<file path="src/rtl/bus_arbiter4.sv">
// Round-robin arbiter sharing one slave port among four masters; owner holds until done or req drop.
// Optional watchdog forced release is compiled in with BUS_ARBITER4_TIMEOUT_EN.
module bus_arbiter4 #(
  parameter int unsigned TO_CYCLES = 16
) (
  input  logic       clk,
  input  logic       reset,
  input  logic [3:0] req,
  input  logic       done,
  output logic [3:0] gnt,
  output logic [1:0] sel,
  output logic       busy,
  output logic       timeout
);

  typedef enum logic {IDLE = 1'b0, OWN = 1'b1} state_t;

  state_t     state, state_nxt;
  logic [1:0] last, last_nxt;
  logic [1:0] sel_nxt;
  logic [3:0] gnt_nxt;
  logic [1:0] cand, idx;
  logic       cand_vld;
  logic       wd_hit;
  logic       release_now;

  // Search starts just after the last owner, so the previous owner is considered last.
  always_comb begin
    cand_vld = 1'b0;
    cand     = 2'd0;
    idx      = 2'd0;
    for (int k = 1; k <= 4; k++) begin
      idx = last + 2'(k);
      if (!cand_vld && req[idx]) begin
        cand_vld = 1'b1;
        cand     = idx;
      end
    end
  end

  assign release_now = (state == OWN) && (done || !req[sel] || wd_hit);

  always_comb begin
    state_nxt = state;
    gnt_nxt   = gnt;
    sel_nxt   = sel;
    last_nxt  = last;
    case (state)
      IDLE: begin
        gnt_nxt = 4'b0000;
        if (cand_vld) begin
          gnt_nxt   = 4'b0001 << cand;
          sel_nxt   = cand;
          state_nxt = OWN;
        end
      end
      OWN: begin
        if (release_now) begin
          gnt_nxt   = 4'b0000;
          last_nxt  = sel;
          state_nxt = IDLE;
        end
      end
      default: state_nxt = IDLE;
    endcase
  end

  always_ff @(posedge clk) begin
    if (!reset) begin
      state <= IDLE;
      gnt   <= 4'b0000;
      sel   <= 2'd0;
      last  <= 2'd3;
    end else begin
      state <= state_nxt;
      gnt   <= gnt_nxt;
      sel   <= sel_nxt;
      last  <= last_nxt;
    end
  end

  assign busy = |gnt;

`ifdef BUS_ARBITER4_TIMEOUT_EN
  logic [7:0] cnt;

  // Counter is zero in IDLE, so it starts from zero on every grant.
  assign wd_hit = (state == OWN) && (cnt == 8'(TO_CYCLES - 1));

  always_ff @(posedge clk) begin
    if (!reset) begin
      cnt     <= 8'd0;
      timeout <= 1'b0;
    end else begin
      timeout <= wd_hit && !done;
      if (state != OWN || release_now) begin
        cnt <= 8'd0;
      end else begin
        cnt <= cnt + 8'd1;
      end
    end
  end
`else
  logic unused_to_cycles;

  assign wd_hit           = 1'b0;
  assign timeout          = 1'b0;
  assign unused_to_cycles = ^8'(TO_CYCLES);
`endif

endmodule

</file>
<file path="config.mk">
export PLATFORM = sky130hd
export DESIGN_NAME = bus_arbiter4
export DESIGN_NICKNAME = d
export VERILOG_FILES = /design/src/rtl/bus_arbiter4.sv
export SDC_FILE = /design/constraint.sdc
export NUM_CORES = 1
export LEC_CHECK = 0
export BUFFER_PORTS_ARGS = -buffer_cell sky130_fd_sc_hd__buf_2
export CAP_MARGIN = 40
export CORE_AREA = 10 10 47 49
export CTS_CLUSTER_DIAMETER = 40
export CTS_CLUSTER_SIZE = 20
export DETAILED_ROUTE_END_ITERATION = 12
export DIE_AREA = 0 0 57 59
export PLACE_DENSITY = 0.61
export SLEW_MARGIN = 15
export SYNTH_ARGS = -nofsm -noshare
export SYNTH_HDL_FRONTEND = slang
export SYNTH_SLANG_ARGS = --single-unit
</file>
<file path="constraint.sdc">
create_clock -name clk -period 1.75 [get_ports clk]
set_input_delay 0.0875 -clock clk [delete_from_list [all_inputs] [get_ports clk]]
set_output_delay 0.0875 -clock clk [all_outputs]
set_load 0.05 [all_outputs]
</file>
* Word level (Yosys, flattened, before mapping)
Cells that the tools add are included.
** Storage, ports and cells
- Flip-flop bits (word level) :: 9
- ROM bits :: 0
- Logic and storage cells :: 51
- Bits in latches :: 0
- Output and inout bits :: 8
- Bits in writable memories :: 0
- Memories :: 0
- Bits of input ports :: 7
** Cells by class
- Divide/modulo/power cells :: 0
- Shift-type cells :: 1
- Equality and inequality tests :: 1
- Bitwise gates (word level) :: 1
- $lt $le $gt $ge :: 5
- Add/subtract/negate cells :: 3
- $mul :: 0
- Reduce and logical (&&, ||, !) cells :: 12
- Mux-type cells :: 24
** Operators by type and width (count)
- $lt A2 B3 Y1 const B :: 5
- $mux W1 :: 11
- $bmux W1 S2 :: 5
- $mux W2 :: 4
- $mux W4 :: 2
- $pmux W4 S2 :: 1
- $add A2 B2 Y2 const B :: 2
- $logic_and A1 B1 Y1 :: 4
- $logic_not A1 Y1 :: 4
- $reduce_and A2 Y1 :: 2
- $reduce_or A4 Y1 :: 1
- $shl A1 B2 Y4 const A :: 1
- $add A2 B1 Y2 const B :: 1
- $ne A2 B1 Y1 const B :: 1
- $pmux W1 S2 :: 1
- $logic_or A1 B1 Y1 :: 1
- $not A1 Y1 :: 1

* Longest topological paths before layout
Gate-level depths: netlist (run 1).
- Depth after elaboration :: 16
- Mapped depth :: 4
- Mapped depth without buffers :: 4

* Worst setup path before layout (run 1)
OpenSTA, ideal clock, no wires.
- Kind :: reg-to-reg
- From :: reg sel[0]
- To :: reg gnt[2]
- Arrival :: 1494 ps
- Path buffers :: 0
- Period minus slack after synthesis :: 1555 ps
- Required time :: 1690 ps
- Stages on the path, launching flop included :: 5
- Library setup time :: 60 ps
- Slack :: 195 ps
- Path through :: dfxtp_1 > mux2i_1 > or2_2 > a21oi_2 > a22o_1
** Between the ends
- Longest elaborated chain between the ends :: 6
** RTL lines
- from (decl) :: line 11 : output logic [1:0] sel,
- from (signal assigned) :: line 77 : sel <= sel_nxt;
- $bmux W1 S2 :: line 41 : assign release_now = (state == OWN) && (done || !req[sel] || wd_hit);
- $mux W1 (not written as such) :: line 41
- $logic_not A1 Y1 :: line 41
- $logic_or A1 B1 Y1 :: line 41
- $logic_and A1 B1 Y1 :: line 41
- $ne A2 B1 Y1 (no line)
- to (signal assigned) :: line 76 : gnt <= gnt_nxt;
- to (decl) :: line 10 : output logic [3:0] gnt,
No other way between the ends. The select of a mux whose other input is x is not followed.
A chain may end at the register's enable or synchronous reset.

* Final worst setup path (run 1)
- From :: reg gnt[3]
- To :: out busy
** Between the ends
- Longest elaborated chain between the ends :: 1
** RTL lines
- $reduce_or A4 Y1 :: line 82 : assign busy = |gnt;
- to (decl) :: line 12 : output logic busy,
No other way between the ends.

==> results of run 1 <==
metrics by stage:
stage                     power (W)  hold slack [ns]   util  cells  instance area [µm²]
after detailed placement   0.000435            0.350  0.413     83                  578
after global placement     0.000434            0.344  0.413     83                  578
after floorplan            0.000390            0.339      -     56                  504
after global routing       0.000624           0.0907  0.431     87                  604
after CTS                  0.000596           0.0778  0.431     87                  604
final                      0.000586           0.0850  0.431     87                  604
how the worst min path moves through the flow:
stage / slack, ns / from / endpoint / cells after the start
2_1_floorplan: 0.34 / reset / last[0]$_SDFFE_PN1P_ / 2
3_3_place_gp: 0.34 / reset / last[0]$_SDFFE_PN1P_ / 2
3_5_place_dp: 0.35 / reset / last[0]$_SDFFE_PN1P_ / 2
4_1_cts: 0.08 / reset / last[0]$_SDFFE_PN1P_ / 2
5_1_grt: 0.09 / reset / last[0]$_SDFFE_PN1P_ / 2
6_report: 0.09 / reset / last[0]$_SDFFE_PN1P_ / 2
registers in the layout, indices dropped and copies added, names as in the netlist:
register / cells
gnt: 4
last: 2
sel: 2
state: 1
cells in the final DEF, fill, tap and decap left out, drive strengths merged:
master	instances
a21boi	2
a21o	1
a21oi	3
a221oi	1
a22o	2
and3	2
buf	13
clkbuf	4
conb	1
dfxtp	9
inv	1
mux2i	3
nand2	4
nand2b	1
nand3	4
nor2	2
nor2b	1
nor4	1
o21a	1
o21ai	3
o221a	1
o221ai	2
o2bb2ai	2
or2	3
or2b	2
or3b	1
or4	1
cells in the mapped netlist (2+ instances only):
cell type,instances,area [µm²]
dfxtp_1,9,180
nand2_1,4,15.0
nand3_1,4,20.0
mux2i_1,3,30.0
o21ai_0,3,15.0
a21boi_0,2,15.0
a21oi_1,2,10.0
a22o_1,2,17.5
and3_1,2,12.5
nor2_1,2,7.51
o221ai_1,2,17.5
o2bb2ai_1,2,17.5
or2_2,2,12.5
or2b_1,2,15.0
final cells by class:
class / instances / area, µm²
inverter: 1 / 3.75
multi-input combinational: 44 / 309
clock buffer: 4 / 26.3
tap: 16 / 20.0
fill: 150 / 797
sequential: 9 / 180
timing repair buffer: 13 / 65.1
where the power goes:
group / internal [W] / switching (W)
registers: 0.000225 / 0.0000214
clock network: 0.0000877 / 0.0000696
logic: 0.0000606 / 0.000123
critical path, delay by kind of cell, from the launching register on:
| kind | cells | cell delay (ns) |
|---|---|---|
| AND/OR/NAND/NOR | 1 | 0.50 |
| flip-flops | 1 | 0.32 |
| buffers and inverters | 1 | 0.22 |
kinds of logic after synthesis:
logic type	synth area share
compound gates	0.300
buf+inv	0.0298
flops	0.357
mux	0.0596
other cells	0.00744
simple gates	0.246
routing by layer:
layer,track usage,up-vias
li1,-,239
met1,0.0767,206
met2,0.116,13
met3,0.0451,0
met4,0,0
met5,0,-
==> impl_metrics.csv, run 1 <==
group,metric,value,unit
critical_path,critical_path_required,1.66,ns
critical_path,r2r_cells,4,
floorplan,initial_utilization,0.360,
critical_path,slowest_stage,"or4_1",
global_routing,grt_pass1_vias,436,
layout,area_delta_synth_final,19.9,%
critical_path,cp-endpoint,"busy",
floorplan,die_w,57,µm
synth,ys.flop_type,"dfxtp_1",
floorplan,die_area,3360,µm²
clock_network,cts_resized,0,
floorplan,core,1400,µm²
synth,syn-num-nets,63,
placed_design,hpwl,936,µm
power_and_ir_drop,vdd_drop_max,0.422,mV
drt,vias_per_cell,5.26,
clock_network,cts_tree,"yes",
clock_network,post_cts_buffers,0,
layout,nets,79,
floorplan,ioPinCount,15,
power_and_ir_drop,leakagePower,0.270,nW
timing,finalClockSkew,0.00161,ns
critical_path,max_stage_delay,0.50,ns
floorplan,die_y,59,µm
clock_network,numCtsBuffers,3,
critical_path,r2r-end,"gnt[2]$_SDFFE_PN0P_",
synth,ys_types,29,
critical_path,cp_max_fo,3,
layout,n_antenna_cell,0,
drt,vias,458,
global_routing,antenna_found_initial,0,
run_status,status,"finished clean",
timing,clock.fmax,720,MHz
timing,setup_ws,0.362,ns
global_routing,gr-total-overflow,0,
timing,slew_viol_final,0,
critical_path,worstSetupPathType,"reg -> out",
hold_path,holdCritPathClass,"in -> reg",
drt,drt_pass1_iterations,3,
synth,ys_ff_latch,9,
drt,dr_wl_met2,540,µm
global_routing,grt_max_degree,11,
clock_network,clk_pin_slew,0.06,ns
timing,fin_crit,1.39,ns
synth,ys_seq_area_frac,0.357,
timing,setup_viol,0,
global_routing,grt.total_usage,0.0694,
drt,drc,0,
clock_network,clock_path_buffers,2,
global_routing,grt_pass1_wl,1930,µm
drt,dr_wl_met3,84,µm
critical_path,cp-startpoint,"gnt[3]$_SDFFE_PN0P_",
timing,period_share,0.793,
drt,drt-wirelength-per-cell,13.1,µm
critical_path,reg2reg_slack,0.38,ns
drt,wl_met1,520,µm
clock_network,htree_levels,1,
drt,highest_layer,"met3",
timing,timing.setup.tns,0,ns
critical_path,critPathCaptureType,"primary output",
critical_path,r2r_start,"last[1]$_SDFFE_PN1P_",
clock_network,cts_root_buf,"clkbuf_4",
floorplan,rows,14,
power_and_ir_drop,powerDensity,970,nW/µm²
drt,first_iter_violations,6,
clock_network,insertion_delay,0.26,ns
clock_network,cts_sinks,9,
placed_design,post-place-ws,0.388,ns
drt,drtAntennaViolNets,0,
timing,rsz0062_at_grt,"no",
layout,drive_above_1_share,0.310,
run,max_cap_viol_count,0,
clock_network,postCtsHoldBufs,0,
critical_path,start_kind,"flip-flop",
drt,finalWirelength,1140,µm
placed_design,routabilityCongestion,0.810,
synth,postSynthCellCount,56,
placed_design,io_buffers,13,
synth,syn_avg_cell_area,9.00,µm²
synth,synthArstFlopShare,0,
synth,synth-edff-count,0,
timing,hold_viol_final,0,
synth,netlist_area,504,µm²
synth,ys_warn_count,0,
critical_path,crit_arrival,1.30,ns
critical_path,crit_chain,"or4_1, buf_2",
Note: power is estimated with default switching activity, not from simulation.
==> run 2, diff against run 1 <==
--- a/config.mk
+++ b/config.mk
@@ -5,14 +5,15 @@
 export SDC_FILE = /design/constraint.sdc
 export NUM_CORES = 1
 export LEC_CHECK = 0
+export ABC_AREA = 1
 export BUFFER_PORTS_ARGS = -buffer_cell sky130_fd_sc_hd__buf_2
 export CAP_MARGIN = 40
-export CORE_AREA = 10 10 47 49
+export CORE_MARGIN = 10
+export CORE_UTILIZATION = 51
 export CTS_CLUSTER_DIAMETER = 40
 export CTS_CLUSTER_SIZE = 20
 export DETAILED_ROUTE_END_ITERATION = 12
-export DIE_AREA = 0 0 57 59
-export PLACE_DENSITY = 0.61
+export PLACE_DENSITY = 0.75
 export SLEW_MARGIN = 15
 export SYNTH_ARGS = -nofsm -noshare
 export SYNTH_HDL_FRONTEND = slang
==> constraint.sdc (replaced) <==
create_clock -name clk -period 1.4 [get_ports clk]
set_input_delay 0.07 -clock clk [delete_from_list [all_inputs] [get_ports clk]]
set_output_delay 0.07 -clock clk [all_outputs]
set_load 0.05 [all_outputs]
==> impl_metrics.csv, run 2 <==
group,metric,value,unit
run_status,status,"finished, violations left",
run_status,failed_checks,"negative setup slack",
placed_design,hpwl,1300,µm
synth,yosysTopAreaCell,"dfxtp_1",
timing,slew_viol_final,0,
critical_path,r2r_start,"last[0]$_SDFFE_PN1P_",
layout,layout_common_cells,"nand2_1 (19), nand2_4 (14), nand2_2 (14)",
timing,finalClockSkew,0.00684,ns
hold_path,holdCritPathClass,"in -> reg",
clock_network,postCtsHoldBufs,0,
clock_network,clock_path_buffers,2,
clock_network,insertion_delay,0.26,ns
drt,vias,836,
layout,final_common_cell,"nand2_1",
floorplan,die_y,56.1,µm
clock_network,cts_root_buf,"clkbuf_4",
layout,fin_util,0.887,
synth,ys_warn_count,0,
synth,synth.top_cell.area_share,0.272,
drt,drt-wirelength-per-cell,15.8,µm
layout,drive_above_1_share,0.597,
critical_path,max_stage_delay,0.37,ns
power_and_ir_drop,total_power,0.00250,W
synth,yosysMostFrequentCell,"nand2_1",
critical_path,r2r-end,"gnt[0]$_SDFFE_PN0P_",
synth,synth-edff-count,0,
critical_path,cp-startpoint,"last[0]$_SDFFE_PN1P_",
placed_design,io_buffers,13,
timing,fin_crit,1.50,ns
critical_path,cp_max_fo,7,
clock_network,cts_sinks,9,
timing,rsz0062_at_grt,"yes",
synth,synth_area_leaders,"dfxtp_1 (27%), nand2_1 (23%), nand3_1 (8.3%)",
floorplan,core,1170,µm²
timing,timing.setup.tns,-0.388,ns
clock_network,cts_tree,"yes",
critical_path,critical_path_required,1.60,ns
layout,largest_reg_flops,4,
global_routing,grt.total_usage,0.109,
critical_path,path_buf_inv,1,
critical_path,cp_top_family,"simple AND/OR/NAND/NOR gates",
power_and_ir_drop,switching_power,0.00141,W
floorplan,die_w,56.1,µm
drt,drtAntennaViolNets,0,
synth,ys.flop_type,"dfxtp_1",
placed_design,routabilityCongestion,0.917,
synth,synth_commonest_cells,"nand2_1 (40), inv_1 (12), nand3_1 (11)",
clock_network,htree_levels,1,
synth,syn-num-nets,119,
power_and_ir_drop,p_clk_frac,0.081,
critical_path,cp.depth,9,
global_routing,grt_pass1_wl,2930,µm
power_and_ir_drop,power_frac_comb,0.732,
drt,finalWirelength,2340,µm
timing,clock.fmax,667,MHz
run,max_cap_viol_count,0,
global_routing,grt_max_degree,9,
timing,period_share,1.07,
placed_design,post-place-ws,-0.0287,ns
clock_network,clk_pin_slew,0.07,ns
drt,vias_per_cell,5.65,
synth,postSynthCellCount,112,
power_and_ir_drop,switching_share,0.563,
drt,drc,0,
clock_network,numCtsBuffers,3,
synth,netlist_area,663,µm²
critical_path,r2r_cells,9,
synth,syn_avg_cell_area,5.92,µm²
layout,largest_register,"gnt",
floorplan,ioPinCount,15,
global_routing,gr-total-overflow,0,
synth,ys_ff_latch,9,
global_routing,antenna_found_initial,0,
critical_path,start_kind,"flip-flop",
power_and_ir_drop,p_int,0.00109,W
power_and_ir_drop,vdd_drop_max,1.51,mV
layout,nets,142,
floorplan,initial_utilization,0.566,
drt,first_iter_violations,23,
synth,ys_types,20,
critical_path,reg2reg_slack,-0.1,ns
global_routing,grt_pass1_vias,718,
critical_path,worstSetupPathType,"reg -> reg",
critical_path,crit_chain,"buf_8, nand2_1, a21oi_1, nor2_2, nand3_4, nand2_4, nor2_4, nand2_2, a21oi_2",
timing,hold_viol_final,0,
timing,hold_slack,0.0784,ns
layout,area_delta_synth_final,56.6,%
layout,top_regs,"gnt (4), last (2), sel (2)",
power_and_ir_drop,powerDensity,2410,nW/µm²
timing,setup_ws,-0.0983,ns
floorplan,die_area,3140,µm²
timing,setup_viol,6,
synth,ys_seq_area_frac,0.272,
layout,n_antenna_cell,0,
drt,drt_pass1_iterations,6,
synth,synthArstFlopShare,0,
power_and_ir_drop,p_seq_frac,0.187,
critical_path,slowest_stage,"dfxtp_4",
critical_path,cp-endpoint,"gnt[0]$_SDFFE_PN0P_",
power_and_ir_drop,leakagePower,0.523,nW
critical_path,critPathCaptureType,"flip-flop",
critical_path,crit_arrival,1.70,ns
floorplan,rows,12,
-- run 2: how the worst min path moves through the flow --
stage | slack [ns] | startpoint | cells past startpoint | to
5_1_grt | 0.08 | reset | 3 | sel[0]$_SDFFE_PN0P_
4_1_cts | 0.08 | reset | 2 | last[0]$_SDFFE_PN1P_
3_5_place_dp | 0.33 | reset | 2 | last[0]$_SDFFE_PN1P_
3_3_place_gp | 0.33 | reset | 2 | last[0]$_SDFFE_PN1P_
6_report | 0.08 | reset | 3 | sel[0]$_SDFFE_PN0P_
2_1_floorplan | 0.17 | reset | 1 | last[0]$_SDFFE_PN1P_
-- run 2: area by class of cell --
type,count,area [µm²]
Multi-Input combinational cell,85,603
Sequential cell,9,191
Timing Repair Buffer,20,135
Fill cell,60,133
Inverter,16,65.1
Clock buffer,4,26.3
Tap cell,14,17.5
-- run 2: worst register-to-register path: cells and delay by family (launching register included) --
kind,cells,cell delay [ns]
AOI/OAI and AO/OA,2,0.37
DFF,1,0.37
and+or+nand+nor,6,0.54
buffers and inverters,1,0.15
-- run 2: timing repair --
action | 4_1_cts | 5_1_grt
resized for setup | 12 | 56
endpoints found under the hold margin | 0 | 0
buffers inserted | 1 | 0
setup endpoints to repair | 4 | 7
pin swaps | 8 | 20
-- run 2: kinds of logic (layout without fill, tap and decap cells) --
kind of cell,count (synthesis),after routing,synth area share
DFF,9,9,0.272
AOI/OAI and AO/OA,15,15,0.123
buffers and inverters,18,40,0.119
other,1,1,0.00565
and+or+nand+nor,69,69,0.481
-- run 2: power groups by stage --
stage,logic [W],registers [W],clock network [W]
after floorplan,0.000776,0.000633,0
after global placement,0.00125,0.000430,0
after detailed placement,0.00126,0.000435,0
after CTS,0.00131,0.000439,0.000211
after global routing,0.00195,0.000480,0.000230
final,0.00183,0.000469,0.000203
-- run 2: routing by layer --
layer  vias to the layer above  part of all wire  track usage
li1                        398                 -            -
met1                       389              0.41        0.131
met2                        43              0.49        0.165
met3                         6             0.082       0.0524
met4                         0             0.018       0.0307
met5                         -                 0            0
-- run 2: through the flow --
| stage | instance area (µm²) | std cells |
|---|---|---|
| 2_1_floorplan | 666 | 112 |
| 3_3_place_gp | 774 | 143 |
| 3_5_place_dp | 774 | 143 |
| 4_1_cts | 836 | 148 |
| 5_1_grt | 1040 | 148 |
| 6_report | 1040 | 148 |
